<file path="src/rtl/ram_pkg.sv">
// Shared types and constants for the dual-port RAM with post-reset clear.
// Holds the clear-sequencer state encoding and the read-during-write mode names.
package ram_pkg;

    typedef enum logic [0:0] {
        IDLE  = 1'b0,
        CLEAR = 1'b1
    } clr_state_t;

    // Read-during-write mode names, compared against the RDW_MODE parameter
    localparam RDW_NEW_DATA = "NEW_DATA";
    localparam RDW_OLD_DATA = "OLD_DATA";

    localparam int unsigned RD_LATENCY_MIN = 32'd1;
    localparam int unsigned RD_LATENCY_MAX = 32'd2;

endpackage

</file>
<file path="src/rtl/ram_clear_seq.sv">
// Post-reset clear sequencer: walks every word address once, writing the
// clear value, and holds busy high while it does so.
module ram_clear_seq
    import ram_pkg::*;
#(
    parameter int ADR_WIDTH      = 8,
    parameter int WORD_NUM       = 256,
    parameter int CLEAR_ON_RESET = 1
) (
    input  logic                 clk,
    input  logic                 reset,
    output logic                 busy,
    output logic                 clrWr,
    output logic [ADR_WIDTH-1:0] clrAdr
);

    localparam logic [ADR_WIDTH-1:0] LAST_ADR = ADR_WIDTH'(WORD_NUM - 32'sd1);
    localparam bit                   CLR_EN   = (CLEAR_ON_RESET != 32'sd0);

    clr_state_t           state_r;
    clr_state_t           state_s;
    logic [ADR_WIDTH-1:0] cnt_r;
    logic [ADR_WIDTH-1:0] cnt_s;

    // State and address counter register; reset restarts the walk at address 0
    always_ff @(posedge clk) begin
        if (reset) begin
            state_r <= CLR_EN ? CLEAR : IDLE;
            cnt_r   <= {ADR_WIDTH{1'b0}};
        end else begin
            state_r <= state_s;
            cnt_r   <= cnt_s;
        end
    end

    // Next-state and counter logic
    always_comb begin
        state_s = state_r;
        cnt_s   = cnt_r;
        case (state_r)
            IDLE: begin
                state_s = IDLE;
                cnt_s   = {ADR_WIDTH{1'b0}};
            end
            CLEAR: begin
                if (cnt_r == LAST_ADR) begin
                    state_s = IDLE;
                    cnt_s   = {ADR_WIDTH{1'b0}};
                end else begin
                    state_s = CLEAR;
                    cnt_s   = cnt_r + {{(ADR_WIDTH-1){1'b0}}, 1'b1};
                end
            end
            default: begin
                state_s = IDLE;
                cnt_s   = {ADR_WIDTH{1'b0}};
            end
        endcase
    end

    // Outputs; while reset is held busy reflects whether a clear will follow
    always_comb begin
        busy   = 1'b0;
        clrWr  = 1'b0;
        clrAdr = cnt_r;
        if (reset) begin
            busy  = CLR_EN;
            clrWr = 1'b0;
        end else begin
            case (state_r)
                CLEAR: begin
                    busy  = 1'b1;
                    clrWr = 1'b1;
                end
                IDLE: begin
                    busy  = 1'b0;
                    clrWr = 1'b0;
                end
                default: begin
                    busy  = 1'b0;
                    clrWr = 1'b0;
                end
            endcase
        end
    end

endmodule

</file>
<file path="src/rtl/ram_dual_clr.sv">
// Simple dual-port RAM (one write, one read port) with fixed read latency,
// selectable read-during-write behaviour and an optional post-reset clear.
module ram_dual_clr
    import ram_pkg::*;
#(
    parameter int                    DATA_WIDTH     = 16,
    parameter int                    ADR_WIDTH      = 8,
    parameter int                    WORD_NUM       = 256,
    parameter int                    RD_LATENCY     = 1,
    parameter                        RDW_MODE       = "NEW_DATA",
    parameter int                    CLEAR_ON_RESET = 1,
    parameter logic [DATA_WIDTH-1:0] CLEAR_VALUE    = {DATA_WIDTH{1'b0}}
) (
    input  logic                  clk,
    input  logic                  reset,
    input  logic                  wr,
    input  logic [ADR_WIDTH-1:0]  wrAdr,
    input  logic [DATA_WIDTH-1:0] a,
    input  logic                  rd,
    input  logic [ADR_WIDTH-1:0]  rdAdr,
    output logic [DATA_WIDTH-1:0] q,
    output logic                  qValid,
    output logic                  busy
);

    localparam int unsigned           LIM_W     = ADR_WIDTH + 32'sd1;
    localparam logic [ADR_WIDTH:0]    ADR_LIMIT = LIM_W'(WORD_NUM);
    localparam bit                    NEW_MODE  = (RDW_MODE == RDW_NEW_DATA);

    if ((RD_LATENCY < 32'sd1) || (RD_LATENCY > 32'sd2)) begin : g_bad_latency
        $error("ram_dual_clr: RD_LATENCY must be 1 or 2");
    end
    if ((WORD_NUM < 32'sd2) || (WORD_NUM > (32'sd1 <<< ADR_WIDTH))) begin : g_bad_depth
        $error("ram_dual_clr: WORD_NUM out of range for ADR_WIDTH");
    end
    if ((RDW_MODE != RDW_NEW_DATA) && (RDW_MODE != RDW_OLD_DATA)) begin : g_bad_rdw
        $error("ram_dual_clr: RDW_MODE must be NEW_DATA or OLD_DATA");
    end

    logic                  busy_s;
    logic                  clr_wr_s;
    logic [ADR_WIDTH-1:0]  clr_adr_s;
    logic                  wr_ok_s;
    logic                  rd_ok_s;
    logic                  rd_in_range_s;
    logic                  fwd_s;
    logic                  mem_we_s;
    logic [ADR_WIDTH-1:0]  mem_wa_s;
    logic [DATA_WIDTH-1:0] mem_wd_s;
    logic [DATA_WIDTH-1:0] rd_data_s;
    logic [DATA_WIDTH-1:0] q1_r;
    logic                  v1_r;
    logic [DATA_WIDTH-1:0] mem [WORD_NUM];

    ram_clear_seq #(
        .ADR_WIDTH      (ADR_WIDTH),
        .WORD_NUM       (WORD_NUM),
        .CLEAR_ON_RESET (CLEAR_ON_RESET)
    ) u_clear_seq (
        .clk    (clk),
        .reset  (reset),
        .busy   (busy_s),
        .clrWr  (clr_wr_s),
        .clrAdr (clr_adr_s)
    );

    assign busy = busy_s;

    // User accesses are only accepted when idle; out-of-range writes are dropped
    always_comb begin
        wr_ok_s       = wr & ~busy_s & ({1'b0, wrAdr} < ADR_LIMIT);
        rd_ok_s       = rd & ~busy_s;
        rd_in_range_s = ({1'b0, rdAdr} < ADR_LIMIT);
        fwd_s         = NEW_MODE & wr_ok_s & (wrAdr == rdAdr);
    end

    // Single write port shared between the clear walker and user writes
    always_comb begin
        mem_we_s = 1'b0;
        mem_wa_s = wrAdr;
        mem_wd_s = a;
        if (clr_wr_s) begin
            mem_we_s = 1'b1;
            mem_wa_s = clr_adr_s;
            mem_wd_s = CLEAR_VALUE;
        end else if (wr_ok_s) begin
            mem_we_s = 1'b1;
        end else begin
            mem_we_s = 1'b0;
        end
    end

    // Storage array, deliberately without reset so it maps onto block RAM
    always_ff @(posedge clk) begin
        if (mem_we_s) begin
            mem[mem_wa_s] <= mem_wd_s;
        end
    end

    // Read word selection: out-of-range reads return zero, NEW_DATA forwards a
    always_comb begin
        rd_data_s = {DATA_WIDTH{1'b0}};
        if (!rd_in_range_s) begin
            rd_data_s = {DATA_WIDTH{1'b0}};
        end else if (fwd_s) begin
            rd_data_s = a;
        end else begin
            rd_data_s = mem[rdAdr];
        end
    end

    // First read stage; data holds between reads
    always_ff @(posedge clk) begin
        if (reset) begin
            q1_r <= {DATA_WIDTH{1'b0}};
            v1_r <= 1'b0;
        end else begin
            v1_r <= rd_ok_s;
            if (rd_ok_s) begin
                q1_r <= rd_data_s;
            end
        end
    end

    if (RD_LATENCY == 32'sd2) begin : g_lat2
        logic [DATA_WIDTH-1:0] q2_r;
        logic                  v2_r;

        // Extra output register stage
        always_ff @(posedge clk) begin
            if (reset) begin
                q2_r <= {DATA_WIDTH{1'b0}};
                v2_r <= 1'b0;
            end else begin
                v2_r <= v1_r;
                if (v1_r) begin
                    q2_r <= q1_r;
                end
            end
        end

        assign q      = q2_r;
        assign qValid = v2_r;
    end else begin : g_lat1
        assign q      = q1_r;
        assign qValid = v1_r;
    end

endmodule

</file>
<file path="config.mk">
export PLATFORM = sky130hd
export DESIGN_NAME = ram_dual_clr
export DESIGN_NICKNAME = d
export VERILOG_FILES = /design/src/rtl/ram_pkg.sv /design/src/rtl/ram_clear_seq.sv /design/src/rtl/ram_dual_clr.sv
export SDC_FILE = /design/constraint.sdc
export NUM_CORES = 2
export LEC_CHECK = 0
export ABC_CLOCK_PERIOD_IN_PS = 18050
export CORE_MARGIN = 8
export CORE_UTILIZATION = 50
export CTS_BUF_LIST = sky130_fd_sc_hd__clkbuf_8
export CTS_CLUSTER_DIAMETER = 60
export DETAILED_ROUTE_END_ITERATION = 6
export HOLD_SLACK_MARGIN = 0.02
export PLACE_DENSITY = 0.73
export SETUP_SLACK_MARGIN = 0.1
export SYNTH_ARGS = -nofsm -noshare
export SYNTH_HDL_FRONTEND = slang
export SYNTH_SLANG_ARGS = --single-unit
</file>
<file path="constraint.sdc">
create_clock -name clk -period 18.05 [get_ports clk]
set_input_delay 3.61 -clock clk [delete_from_list [all_inputs] [get_ports clk]]
set_output_delay 3.61 -clock clk [all_outputs]
set_load 0.02 [all_outputs]
</file>
Word level (Yosys, flattened, before mapping)

Memories as Yosys holds them, arrays and structs flattened. A register that Yosys moved wholly into a read port is not among the register bits.
Cells that the tools add are included.
W data, S select, Z words.

Bits in registers: 10
Memory bits (writable): 4096
Input bits: 36
Output and inout bits: 18
Logic and storage cells: 23
Memories: 1

Add/sub/neg operators: 1
Equal/unequal tests: 1
Muxes and demuxes: 13
Bitwise gates (word level): 4

Memories:

| memory | words | bits a word | read ports | clocked after Yosys merged registers in | write ports | line               | source |
|---|---|---|---|---|---|---|---|
| mem    | 256   | 16          | 1          | 1                                       | 1           | ram_dual_clr.sv:53 | `logic [DATA_WIDTH-1:0] mem [WORD_NUM];` |

Operator list:

| cell                  | count |
|---|---|
| $mux W16              | 1 |
| $mux W8               | 2 |
| $pmux W8 S2           | 1 |
| $add A8 B1 Y8 const B | 1 |
| $eq A8 B8 Y1 const B  | 1 |
| $mux W1               | 7 |
| $pmux W1 S2           | 2 |
| $and A1 B1 Y1         | 2 |
| $not A1 Y1            | 2 |

Depth between registers and ports, before layout

Depth in word-level cells: 9
Depth in mapped cells: 16
Mapped depth without buffers: 8

Cells and area by module

A second synthesis with hierarchy kept.

Cells, all modules: 7384
Area total of the unflattened synthesis: 159561.8 um2

By module, submodules not included:

| module        | times used | cells each | area an instance (um2) | sequential area each (um2) |
|---|---|---|---|---|
| ram_dual_clr  | 1          | 7343       | 159188.9               | 123338.3 |
| ram_clear_seq | 1          | 41         | 372.9                  | 180.2 |

Least setup slack after synthesis

Ideal clock, no wire load.

Path kind: input-to-reg
Start point: input port reset
End point: memory mem[0][7], data pin
Setup time: 0.871 ns
Arrival: 8.080 ns
Data required time: 17.179 ns
Path slack: 9.099 ns
Stages on the path: 6
Buffers on the path: 4
Path through: clkbuf_1 > nand2b_1 > clkbuf_1 > clkbuf_1 > clkbuf_1 > and2_1

Cells in the longest elaborated chain, start to end: 2

RTL lines:

| item                  | line                | source |
|---|---|---|
| start, declared       | ram_dual_clr.sv:15  | `input logic reset,` |
| $mux W1               | ram_clear_seq.sv:66 | `if (reset) begin` |
| $mux W16              | ram_dual_clr.sv:82  | `if (clr_wr_s) begin` |
| named net mem_wd_s[7] | ram_dual_clr.sv:49  | `logic [DATA_WIDTH-1:0] mem_wd_s;` |
| end, declared         | ram_dual_clr.sv:53  |  |

The timed path passes the listed nets, and every way through them passes these cells.

Worst setup path in the final report

Start point: input port reset
End point: output port busy

Cells in the longest elaborated chain, start to end: 1

RTL lines:

| item          | line                | source |
|---|---|---|
| $mux W1       | ram_clear_seq.sv:66 |  |
| end, declared | ram_dual_clr.sv:23  | `output logic busy` |

Every way passes these cells.

==> impl_results.md <==
- Slew headroom: -5.47%
- Syn avg cell area: around 21 um^2
- Buffers & Inverters on Critical Path: 4
- TritonCTS clock tree: done
- First-pass GRT wire length: between 600000 and 700000 um
- Initial Util: between 50% and 60%
- Yosys warnings: 0
- Endpoints failing setup: 0
- Routed vias: 84.3k
- Global route total overflow: 0
- Pwr/cell area: about 110 nW/um^2
- Highest-delay cell along the critical path: clkdlybuf4s50_1
- Post-synth top flop: edfxtp_1
- Hold Path Class: flop to flop
- Run status: finished, violations left
- Cell depth of the worst hold path: 2
- Post-route ant nets: 1
- Most frequent CP cell: clkdlybuf4s50_1
- Syn nets: roughly 7.5k
- Detailed Route WL: around 450000 um
- Synthesized flop and latch total: 4122
- Worst-Skew Late Latency: roughly 1.1 ns
- Worst reg2reg path depth: 6
- Iter 0 DRT Violations: between 10k and 15k
- # clock sinks: ~4k
- Hold_buf cts: 0
- Final Max Tran Viols: 6
- Clock Tree Buf Depth: 4
- IO Port Bufs: 53
- Chip Height: 581 um
- Tmin final: 8.99 ns
- Vias in the first global route: a little over 80k
- Hold WS: about 0.48 ns
- Initial antenna violation count: 32
- Die ar.: approximately 340000 um^2
- RSZ-0062 raised after global routing: false
- Layout area overhead: 11.2%
- LEAKAGE: between 50 and 60 nW
- Synth unique cells: 74
- Failing checks: antenna rules, DRC, capacitance limit, slew limit
- Slew @ Worst Pin: ~1.6 ns
- Final hold violation count: 0
- Maxcap violations: 4
- Post-synthesis sequential area ratio: between 70 and 80%
- VDD IR-drop max: about 70 uV
- Post-detail-place hpwl: between 200000 and 300000 um
- Via density: roughly 6.6
- Critical Path, Cell by Cell: clkdlybuf4s50_1 -> buf_4 -> nor2_1 -> inv_1 -> clkdlybuf4s50_1
- Worst Path Arrival: 5.38 ns
- Critical Path RT: approximately 14 ns
- Pre-antenna DRT Iters: 7
- Fmax: between 0.1 and 0.15 GHz
- Final Cycle Share: approximately 50%
- Largest net degree at the start of global routing: around 190
- Wire length per cell: 35.3 um
- Total track usage: between 20% and 30%
- Fraction of registers with async set/reset: 0%
- Skew final: between 0.09 and 0.1 ns
- Synth Instances: 7436
- Worst-path fanout max: 10
- Crit path max-delay family: buffers and inverters
- Crit Path Category: primary input to output port
- Cts repair resizes: 0
- Reg clk slew, reported paths: approximately 0.060 ns
- Leading cell type in the layout, fill and taps excluded: edfxtp_1
- Total CTS buffers: ~630
- Layout cell share with drive strength beyond 1: between 20% and 30%
- Crit path launch type: primary input
- Crit-path max cell delay: between 0.6 and 0.7 ns
- # H-tree levels: 6
- Root Buffer: clkbuf_8
- Post-synth EDFFs: between 4k and 5k
- Residual DRC: 27
- # Post-CTS Setup Buffers: 0
- Die W: approximately 580 um
- Most frequent cells in the layout: edfxtp_1 (4096), mux4_2 (899), clkbuf_8 (653), buf_4 (396), mux2i_1 (315)
- Type of destination of the critical path: output port
- Core area: between 300000 and 400000 um^2
- Routability congestion estimate from global placement: approximately 0.92
- IO Pins: 54
- Netlist Area Pre-Place: 159000 um^2
- Stages on worst setup path: 5
- Layout Nets: between 8k and 9k
- Sum Neg Setup Slack: 0 ns
- Core Rows: around 210
-- worst paths after layout --
path,startpoint,endpoint,slack [ns]
worst max-delay path,reset,busy,9.06
worst min-delay path,q[0],q[0],0.48
worst max register to register,u_clear_seq.state_r,mem[254][15],13.38
worst min register to register,q[0],q[0],0.48
-- metal layers --
metal / up-vias / GRT usage, % / wire length (um)
li1: 32700 / - / -
met1: 43700 / 34.2 / 156000
met2: 6620 / 38.6 / 201000
met3: 1300 / 9.32 / 65800
met4: 18 / 13.1 / 26500
met5: - / 0 / 192
-- worst min-delay path, stage by stage, from the launching register on --
cell and delay (ns):
dfxtp_1 0.32, nand2_1 0.06, o21ai_0 0.06
-- cell type report --
cell class	count	area, um^2
diodes	26	65.1
clock buffers	652	8970
clock inverters	437	2230
fillers	22800	141000
inverters	14	90.1
multi-input cells	2863	33500
flip-flops and latches	4122	124000
well taps	4180	5230
repair buffers	453	3610
-- sequential cells by signal, summed over array words and instances, names as in the netlist --
signal	cells
q	16
mem	4096
u_clear_seq.clrAdr	8
u_clear_seq.state_r	1
qValid	1
-- report_power, final --
part	switching (mW)	internal, mW	total (mW)	leakage, nW
Clock	3.60	3.46	7.06	6.47
Sequential	0.00792	10.6	10.6	37.4
Combinational	0.768	0.311	1.08	12.7
-- cell usage after synthesis (all sizes together) (35+ instances only) --
cell type  instances  area (um^2)
o22ai            104          651
o221ai            53          464
buf              262         2050
a211oi            41          308
nor2             332         1250
nand2            246          923
a21oi            123          616
nor2b             35          219
o21ai             74          370
mux2i            315         3150
clkbuf           175          658
edfxtp          4096       123000
mux4             914        20600
a22oi            152         1140
nand3             83          415
-- stage by stage --
stage / power [mW] / instances / util (%) / cell area [um^2] / worst slack [ns]
floorplan: 11.4 / 7436 / - / 159000 / 9.10
detailed placement: 11.9 / 11600 / 52.2 / 166000 / 8.58
finish: 18.7 / 12700 / 55.8 / 177000 / 9.06
global placement: 11.8 / 11600 / 52.2 / 166000 / 8.52
CTS: 18.8 / 12700 / 55.8 / 177000 / 9.08
global route: 19.2 / 12700 / 55.8 / 177000 / 9.07
-- logic make-up (layout without fill, tap and decap cells) --
kind of cell / Yosys count / in the layout / synth area share [%]
DFF: 4122 / 4122 / 77.5
other: 0 / 26 / 0
buffers and inverters: 451 / 1556 / 1.73
adders and majority gates: 1 / 1 / 0.00785
xor gates and xnor gates: 10 / 10 / 0.0549
and+or+nand+nor: 864 / 864 / 2.43
AOI/OAI and AO/OA: 725 / 725 / 3.15
muxes: 1263 / 1263 / 15.2
(Power assumes the default switching activity.)
